[config.mk]
export PLATFORM = sky130hd
export DESIGN_NAME = alu_multicycle
export DESIGN_NICKNAME = d
export VERILOG_FILES = /design/src/rtl/alu_multicycle.sv
export SDC_FILE = /design/constraint.sdc
export NUM_CORES = 1
export LEC_CHECK = 0
export BUFFER_PORTS_ARGS = -buffer_cell sky130_fd_sc_hd__buf_2
export CAP_MARGIN = 20
export CORE_UTILIZATION = 45
export DETAILED_ROUTE_END_ITERATION = 12
export PLACE_DENSITY = 0.66
export SYNTH_ARGS = -nofsm -noshare
export SYNTH_HDL_FRONTEND = slang
export SYNTH_SLANG_ARGS = --single-unit
[constraint.sdc]
create_clock -name clk -period 2.78 [get_ports clk]
set_clock_uncertainty 0.05 [all_clocks]
set_input_delay 0.139 -clock clk [delete_from_list [all_inputs] [get_ports clk]]
set_output_delay 0.139 -clock clk [all_outputs]
set_load 0.02 [all_outputs]
[src/rtl/alu_multicycle.sv]
// Multi-cycle ALU with valid/ready handshakes: single-cycle logic/arith ops plus
// a shared shift/add datapath that iterates WIDTH cycles for MUL, DIV and REM.
module alu_multicycle #(
    parameter int WIDTH    = 8,
    parameter int OP_WIDTH = 8
) (
    input  logic                clk,
    input  logic                reset,
    input  logic                in_valid,
    output logic                in_ready,
    input  logic [OP_WIDTH-1:0] op,
    input  logic [WIDTH-1:0]    a,
    input  logic [WIDTH-1:0]    b,
    output logic                out_valid,
    input  logic                out_ready,
    output logic [WIDTH-1:0]    c,
    output logic [WIDTH-1:0]    c_hi,
    output logic [3:0]          flags
);
    localparam int CNT_W = $clog2(WIDTH);

    localparam logic [OP_WIDTH-1:0] OP_ADD = OP_WIDTH'(8'h00);
    localparam logic [OP_WIDTH-1:0] OP_SUB = OP_WIDTH'(8'h01);
    localparam logic [OP_WIDTH-1:0] OP_AND = OP_WIDTH'(8'h02);
    localparam logic [OP_WIDTH-1:0] OP_OR  = OP_WIDTH'(8'h03);
    localparam logic [OP_WIDTH-1:0] OP_XOR = OP_WIDTH'(8'h04);
    localparam logic [OP_WIDTH-1:0] OP_NOT = OP_WIDTH'(8'h05);
    localparam logic [OP_WIDTH-1:0] OP_SHL = OP_WIDTH'(8'h06);
    localparam logic [OP_WIDTH-1:0] OP_SHR = OP_WIDTH'(8'h07);
    localparam logic [OP_WIDTH-1:0] OP_MUL = OP_WIDTH'(8'h08);
    localparam logic [OP_WIDTH-1:0] OP_DIV = OP_WIDTH'(8'h09);
    localparam logic [OP_WIDTH-1:0] OP_REM = OP_WIDTH'(8'h0A);
    localparam logic [OP_WIDTH-1:0] OP_ASR = OP_WIDTH'(8'h0B);

    typedef enum logic [1:0] {
        IDLE = 2'd0,
        BUSY = 2'd1,
        DONE = 2'd2
    } state_t;

    state_t              state_r, state_s;
    logic [CNT_W-1:0]    cnt_r;
    logic [OP_WIDTH-1:0] op_r;
    logic [WIDTH-1:0]    opnd_r;
    logic [WIDTH:0]      acc_hi_r;
    logic [WIDTH-1:0]    acc_lo_r;
    logic [WIDTH-1:0]    c_r, c_hi_r;
    logic [3:0]          flags_r;

    logic                accept_s, is_iter_s;
    logic [WIDTH:0]      add_s, sub_s;
    logic [WIDTH-1:0]    imm_c_s, imm_hi_s;
    logic                imm_v_s, imm_carry_s;
    logic [3:0]          imm_flags_s;
    logic [WIDTH:0]      mul_sum_s, div_shift_s, div_trial_s;
    logic                div_ge_s;
    logic [WIDTH:0]      iter_hi_s;
    logic [WIDTH-1:0]    iter_lo_s;
    logic [WIDTH-1:0]    fin_c_s, fin_hi_s;
    logic                fin_carry_s;
    logic [3:0]          fin_flags_s;

    function automatic logic [3:0] make_flags(input logic v, input logic carry,
                                              input logic [WIDTH-1:0] r);
        return {v, r[WIDTH-1], carry, (r == {WIDTH{1'b0}})};
    endfunction

    assign in_ready  = (state_r == IDLE);
    assign out_valid = (state_r == DONE);
    assign c         = c_r;
    assign c_hi      = c_hi_r;
    assign flags     = flags_r;

    assign accept_s  = in_valid && (state_r == IDLE);
    assign is_iter_s = (op == OP_MUL) ||
                       (((op == OP_DIV) || (op == OP_REM)) && (b != {WIDTH{1'b0}}));

    // State register
    always_ff @(posedge clk) begin
        if (reset) begin
            state_r <= IDLE;
        end else begin
            state_r <= state_s;
        end
    end

    // Next-state logic
    always_comb begin
        state_s = state_r;
        case (state_r)
            IDLE: begin
                if (accept_s) begin
                    state_s = is_iter_s ? BUSY : DONE;
                end else begin
                    state_s = IDLE;
                end
            end
            BUSY: begin
                if (cnt_r == {CNT_W{1'b0}}) begin
                    state_s = DONE;
                end else begin
                    state_s = BUSY;
                end
            end
            DONE: begin
                if (out_ready) begin
                    state_s = IDLE;
                end else begin
                    state_s = DONE;
                end
            end
            default: state_s = IDLE;
        endcase
    end

    // Single-cycle results, including divide-by-zero and illegal opcodes
    always_comb begin
        add_s       = {1'b0, a} + {1'b0, b};
        sub_s       = {1'b0, a} - {1'b0, b};
        imm_c_s     = {WIDTH{1'b0}};
        imm_hi_s    = {WIDTH{1'b0}};
        imm_v_s     = 1'b0;
        imm_carry_s = 1'b0;
        case (op)
            OP_ADD: begin
                imm_c_s     = add_s[WIDTH-1:0];
                imm_carry_s = add_s[WIDTH];
                imm_v_s     = (a[WIDTH-1] == b[WIDTH-1]) && (add_s[WIDTH-1] != a[WIDTH-1]);
            end
            OP_SUB: begin
                imm_c_s     = sub_s[WIDTH-1:0];
                imm_carry_s = sub_s[WIDTH];
                imm_v_s     = (a[WIDTH-1] != b[WIDTH-1]) && (sub_s[WIDTH-1] != a[WIDTH-1]);
            end
            OP_AND: imm_c_s = a & b;
            OP_OR:  imm_c_s = a | b;
            OP_XOR: imm_c_s = a ^ b;
            OP_NOT: imm_c_s = ~a;
            OP_SHL: begin
                imm_c_s     = {a[WIDTH-2:0], 1'b0};
                imm_carry_s = a[WIDTH-1];
            end
            OP_SHR: begin
                imm_c_s     = {1'b0, a[WIDTH-1:1]};
                imm_carry_s = a[0];
            end
            OP_ASR: begin
                imm_c_s     = {a[WIDTH-1], a[WIDTH-1:1]};
                imm_carry_s = a[0];
            end
            // Only reached with b==0; nonzero divisors take the iterative path
            OP_DIV: begin
                imm_c_s  = {WIDTH{1'b1}};
                imm_hi_s = a;
                imm_v_s  = 1'b1;
            end
            OP_REM: begin
                imm_c_s = a;
                imm_v_s = 1'b1;
            end
            default: imm_c_s = {WIDTH{1'b0}};
        endcase
        imm_flags_s = make_flags(imm_v_s, imm_carry_s, imm_c_s);
    end

    // One shift/add (MUL) or restoring-subtract (DIV/REM) step, plus final result
    always_comb begin
        mul_sum_s   = acc_hi_r + {1'b0, (acc_lo_r[0] ? opnd_r : {WIDTH{1'b0}})};
        div_shift_s = {acc_hi_r[WIDTH-1:0], acc_lo_r[WIDTH-1]};
        div_trial_s = div_shift_s - {1'b0, opnd_r};
        div_ge_s    = (div_shift_s >= {1'b0, opnd_r});
        fin_carry_s = 1'b0;
        if (op_r == OP_MUL) begin
            iter_hi_s   = {1'b0, mul_sum_s[WIDTH:1]};
            iter_lo_s   = {mul_sum_s[0], acc_lo_r[WIDTH-1:1]};
            fin_c_s     = iter_lo_s;
            fin_hi_s    = iter_hi_s[WIDTH-1:0];
            fin_carry_s = (iter_hi_s[WIDTH-1:0] != {WIDTH{1'b0}});
        end else begin
            iter_hi_s = div_ge_s ? div_trial_s : div_shift_s;
            iter_lo_s = {acc_lo_r[WIDTH-2:0], div_ge_s};
            if (op_r == OP_REM) begin
                fin_c_s  = iter_hi_s[WIDTH-1:0];
                fin_hi_s = {WIDTH{1'b0}};
            end else begin
                fin_c_s  = iter_lo_s;
                fin_hi_s = iter_hi_s[WIDTH-1:0];
            end
        end
        fin_flags_s = make_flags(1'b0, fin_carry_s, fin_c_s);
    end

    // Operand capture, iteration registers and registered results
    always_ff @(posedge clk) begin
        if (reset) begin
            cnt_r    <= {CNT_W{1'b0}};
            op_r     <= {OP_WIDTH{1'b0}};
            opnd_r   <= {WIDTH{1'b0}};
            acc_hi_r <= {(WIDTH+1){1'b0}};
            acc_lo_r <= {WIDTH{1'b0}};
            c_r      <= {WIDTH{1'b0}};
            c_hi_r   <= {WIDTH{1'b0}};
            flags_r  <= 4'b0000;
        end else begin
            case (state_r)
                IDLE: begin
                    if (accept_s && is_iter_s) begin
                        op_r     <= op;
                        opnd_r   <= (op == OP_MUL) ? a : b;
                        acc_lo_r <= (op == OP_MUL) ? b : a;
                        acc_hi_r <= {(WIDTH+1){1'b0}};
                        cnt_r    <= CNT_W'(WIDTH - 1);
                    end else if (accept_s) begin
                        c_r     <= imm_c_s;
                        c_hi_r  <= imm_hi_s;
                        flags_r <= imm_flags_s;
                    end else begin
                        c_r <= c_r;
                    end
                end
                BUSY: begin
                    acc_hi_r <= iter_hi_s;
                    acc_lo_r <= iter_lo_s;
                    cnt_r    <= cnt_r - CNT_W'(1);
                    if (cnt_r == {CNT_W{1'b0}}) begin
                        c_r     <= fin_c_s;
                        c_hi_r  <= fin_hi_s;
                        flags_r <= fin_flags_s;
                    end else begin
                        c_r <= c_r;
                    end
                end
                default: c_r <= c_r;
            endcase
        end
    end

endmodule

# Word level (Yosys, flattened, before mapping)
# Index checks and enable logic that the tools add are counted.
[word_totals]
reg_bits = 58
latch_bits = 0
ram_bits = 0
mem_bits_ro = 0
inputBits = 28
out_inout_bits = 22
word_cells = 100
n_memories = 0
[op_classes]
n_addsub = 5
mul = 0
n_div = 0
magnitude_cmp = 1
eq_ne = 23
shift = 0
mux = 38
bitwise_logic = 4
n_reduce_logical = 20
[op_table]
columns = ["operator", "count"]
rows = [
  ["$mux W8", 16],
  ["$pmux W8 S11", 1],
  ["$eq A8 B4 Y1 const B", 6],
  ["$pmux W8 S2", 3],
  ["$eq A8 B3 Y1 const B", 4],
  ["$mux W9", 3],
  ["$logic_not A8 Y1", 3],
  ["$pmux W9 S2", 1],
  ["$eq A8 B2 Y1 const B", 2],
  ["$reduce_bool A8 Y1", 2],
  ["$mux W4", 3],
  ["$add A8 B8 Y9", 1],
  ["$add A9 B8 Y9", 1],
  ["$ge A9 B8 Y1", 1],
  ["$sub A8 B8 Y9", 1],
  ["$sub A9 B8 Y9", 1],
  ["$and A8 B8 Y8", 1],
  ["$eq A8 B1 Y1 const B", 1],
  ["$mux W2", 4],
  ["$not A8 Y8", 1],
  ["$or A8 B8 Y8", 1],
  ["$pmux W4 S2", 1],
  ["$xor A8 B8 Y8", 1],
  ["$pmux W2 S3", 1],
  ["other kinds (20)", 31],
]

# Logic depth before layout (Yosys ltp)
[depth]
word_depth = 7
mapped_depth = 12
depth_no_buf = 12

# Worst setup path before layout
# OpenSTA, ideal clock, no wires.
[synth_path]
path_type = "flip-flop to flip-flop"
from = "register acc_lo_r[0]"
to = "register c_hi_r[7] (netlist: c_hi[7])"
setup_time_ns = 0.123
t_arrival_ns = 2.584
required_ns = 2.607
path_slack_ns = 0.023
path_stages_with_launch = 13
path_buffers = 1
period_less_slack_ns = 2.757
cell_sequence = "dfxtp_1 -> clkbuf_1 -> and2_1 -> ha_1 -> fa_1 -> a21o_1 -> a211oi_1 -> o21bai_1 -> o31ai_1 -> xor2_1 -> a221oi_1 -> a221oi_1 -> nor2_1"
[synth_between]
elab_chain_cells = 5
[synth_rtl]
columns = ["element", "line_no", "text"]
rows = [
  ["start, declared", "46", "logic [WIDTH-1:0] acc_lo_r;"],
  ["start signal, assigned", "200", "acc_lo_r <= {WIDTH{1'b0}};"],
  ["start signal, assigned", "210", "acc_lo_r <= (op == OP_MUL) ? b : a;"],
  ["start signal, assigned", "223", "acc_lo_r <= iter_lo_s;"],
  ["$mux W8", "168", "mul_sum_s = acc_hi_r + {1'b0, (acc_lo_r[0] ? opnd_r : {WIDTH{1'b0}})};"],
  ["$add A9 B8 Y9", "168", ""],
  ["$mux W8", "173", "if (op_r == OP_MUL) begin"],
  ["$mux W8", "225", "if (cnt_r == {CNT_W{1'b0}}) begin"],
  ["$pmux W8 S2", "205", "case (state_r)"],
  ["end signal, assigned", "202", "c_hi_r <= {WIDTH{1'b0}};"],
  ["end signal, assigned", "215", "c_hi_r <= imm_hi_s;"],
  ["end signal, assigned", "227", "c_hi_r <= fin_hi_s;"],
  ["end, declared", "47", "logic [WIDTH-1:0] c_r, c_hi_r;"],
]
# Every way passes these cells. The select of a mux whose other input is x is not followed.
# A chain may end at the register's enable or synchronous reset.

# Worst setup path in the final report
[layout_path]
from = "register acc_lo_r[0]"
to = "register flags_r[1] (netlist: flags[1])"
[layout_between]
elab_chain_cells = 6
[layout_rtl]
columns = ["element", "line_no", "text"]
rows = [
  ["$mux W8", "168", ""],
  ["$add A9 B8 Y9", "168", ""],
  ["$reduce_bool A8 Y1", "178", "fin_carry_s = (iter_hi_s[WIDTH-1:0] != {WIDTH{1'b0}});"],
  ["$mux W1", "173", ""],
  ["$mux W4", "225", ""],
  ["$pmux W4 S2", "205", ""],
  ["end signal, assigned", "216", "flags_r <= imm_flags_s;"],
  ["end signal, assigned", "228", "flags_r <= fin_flags_s;"],
  ["end, declared", "48", "logic [3:0] flags_r;"],
]
# Every way passes these cells. The select of a mux whose other input is x is not followed.

==> results by group <==
Clock tree
  • Root Driver: clkbuf_16
  • Latest clock arrival within the worst-skew pair: 0.33 ns
  • Worst-path clk slew: 0.05 ns
  • CTS tree: done
  • Clk buf depth: 2
  • CTS buffer count: 9
  • CTS sink cnt: 57
  • CTS H-tree depth: 3

Finish
  • Inserted Diodes: 0
  • Core Util, Final: around 60%
  • Final layout net count: around 940
  • Synth-to-Final Area Change: 27.6%
  • Footprint of the multi-input gates: 4150 sq um
  • Fraction of layout cells with a size suffix above 1: around 25%
  • Design area: 7010 sq um
  • Final std cells w/o fill: just over 1,000
  • Sequential cell area: about 1100 sq um
  • # fillers: 1,071

Floorplanning
  • Starting density of the core: approximately 47%
  • Die ar.: roughly 13,000 sq um
  • Die X: 112 microns
  • I/O pin cnt: 50
  • Core Box Area: around 12,000 sq um
  • Cell row count: 39
  • Die height: 112 microns

STA
  • Final Critical Period: ~2.7 ns
  • Final hold viol count: 0
  • RSZ-0062 raised after global routing: true
  • Worst-Margin Slew: 0.973 ns
  • Relative max-transition margin: 34.9%
  • Post-route setup slack: just over 0.06 ns
  • Finish-stage setup viols: 0
  • Count of pins over their slew limit: 0
  • Maximum clock rate: approximately 370 MHz
  • Final Cycle Share: between 90% and 100%

Synthesis
  • Synth top area share: 20.8%
  • Area leader, netlist: dfxtp_1
  • Synthesis Warnings: 0
  • EDFF count, synth: 0
  • Mean post-synth cell area: about 7.3 sq um
  • Largest cells by area after synthesis: dfxtp_1 21%, ha_1 9.8%, a21oi_1 6.7%
  • Post-Syn Nets: around 830
  • Flops & latches, synth: 57
  • Ys flop type: dfxtp_1
  • Sequential area share after synthesis: 20.8%
  • FFs w/ async S/R, synth: 0%
  • Count of cell types in the netlist: 76
  • Syn Inst Count: 750
  • Synth Cell Area: roughly 5500 sq um

Setup path
  • CP endpoint kind: flop
  • Worst EP required: about 2.9 ns
  • Reg-to-reg critical path startpoint: acc_lo_r[0]$_SDFFE_PP0P_
  • CP Class: reg2reg
  • CP Launch Point: acc_lo_r[0]$_SDFFE_PP0P_
  • Arrival @ worst endpoint: around 2.9 ns
  • Crit Path Max Fanout: 2
  • Register-to-register setup slack: approximately 0.061 ns
  • Crit start category: flop

Detailed routing
  • Avg WL per Cell: roughly 20 microns
  • DR vias: approximately 6,500
  • Pre-antenna DRT Iters: 7
  • Final wirelength: about 21,000 microns
  • DRC: 0
  • Via density: between 6 and 7
  • Remaining antenna violation count: 0
  • Drt initial violations: between 700 and 800

GRT
  • First-pass GRT wire length: 32,600 microns
  • Vias in the first global route: about 6,000
  • Congestion Overflow GR: 0
  • Total track usage: about a third
  • Pin count of the biggest net entering global routing: 36
  • Antenna violations before repair: 0

Placed design
  • Routability Congestion: slightly above 1
  • Setup slack at placement: -0.0879 ns
  • Buffers on Ports: slightly below 50
  • Placed Cells: 996
  • Post-detail-place hpwl: between 15,000 and 20,000 microns
  • Area post-placement: between 6000 and 7000 sq um

Power
  • Pwr dens: 353 nW/um^2
  • Worst VDD drop: approximately 0.41 mV
  • Static Leak: a little over 0.003 uW
  • Power Total: 2470 uW

Run status
  • Outcome: finished, final reports clean

Worst hold path
  • Hold path startpoint: out_ready
  • Worst min-delay path class: in2reg

Run
  • Maxcap violations: 0
cell families after synthesis:
group | synth area share, %
muxes | 2.26
adders and majority gates | 11.3
AOI/OAI and AO/OA | 33.1
DFF | 20.8
xor gates and xnor gates | 2.07
and+or+nand+nor | 23.9
buffers and inverters | 6.58
cell type report:
cell class | count | area share, %
Multi-Input combinational cell | 607 | 59.2
Sequential cell | 57 | 16.3
Timing Repair Buffer | 155 | 15.6
Clock buffer | 10 | 3.41
Tap cell | 143 | 2.55
Inverter | 37 | 1.98
Clock inverter | 6 | 0.946
critical path: stages, from the launching register on:
cell and delay (ns):
dfxtp_2 0.33, and2_4 0.15, ha_2 0.18, fa_2 0.34, a21o_1 0.22, a211oi_2 0.20, o21bai_1 0.13, o31ai_2 0.24
xor2_1 0.20, nand3_1 0.13, o211ai_1 0.31, nand3_1 0.12
registers in the layout, indices dropped and copies added, names as in the netlist:
signal and flops:
acc_hi_r 9, acc_lo_r 8, c 7, c_hi 8, cnt_r 3, flags 4
op_r 8, opnd_r 8, state_r 2
per-layer routing:
metal  track usage [%]  routed length [microns]  up-vias
li1                  -                        -     3013
met1              46.5                     9240     3068
met2              51.3                     9010      338
met3              6.75                     1970       40
met4              11.1                      537        0
met5                 0                        0        -
worst paths after layout:
kind | cells after the start | end
max reg2reg | 11 | flags[1]$_SDFFE_PP0P_
min | 3 | state_r[1]$_SDFF_PP0_
max | 11 | flags[1]$_SDFFE_PP0P_
min reg2reg | 2 | c[6]$_SDFFE_PP0P_
metrics by stage:
stage / setup TNS (ns) / hold WS [ns]
detailed placement: -0.385 / 0.375
CTS: -0.0202 / 0.0203
global placement: -0.282 / 0.354
finish: 0 / 0.0220
global route: -0.182 / 0.0490
floorplan: 0 / 0.244
Yosys cell counts, types with 17 or more instances:
library cell,number
nand2_1,75
a21oi_1,74
nor2_1,73
dfxtp_1,57
o21ai_0,47
ha_1,43
inv_1,36
clkbuf_1,35
nand3_1,21
o211ai_1,20
a211oi_1,17
placed cells by master (no fill, tap or decap), drive strengths merged, types with 5 or more instances in the layout:
master	n
inv	38
ha	43
nor4	7
nor2	74
o21bai	6
o21a	5
a22oi	6
a311oi	11
xnor2	9
nand3b	6
a211oi	17
o31ai	7
o211ai	20
a31oi	8
o21ai	49
nand4	6
o22ai	5
nand2b	13
nor2b	10
nor3	14
a221oi	7
dfxtp	57
mux2i	9
clkbuf	10
nand2	76
a21o	9
a21oi	75
and3	8
buf	155
nor3b	6
o211a	6
nand3	21
and2	10
power by group:
| group | leakage [uW] | internal (uW) | switching (uW) | total [uW] |
|---|---|---|---|---|
| Combinational | 0.00244 | 197 | 300 | 497 |
| Sequential | 0.000462 | 834 | 13.9 | 848 |
| Clock | 0.000141 | 718 | 412 | 1130 |
| Total | 0.00304 | 1750 | 726 | 2470 |
timing repair:
item | 4_1_cts | 5_1_grt
resized for setup | 6 | 28
pin swaps | 4 | 15
hold buffers | 0 | 0
buffers inserted | 0 | 3
gates cloned | 0 | 0
endpoints found under the setup margin | 5 | 16
(Power assumes the default switching activity.)
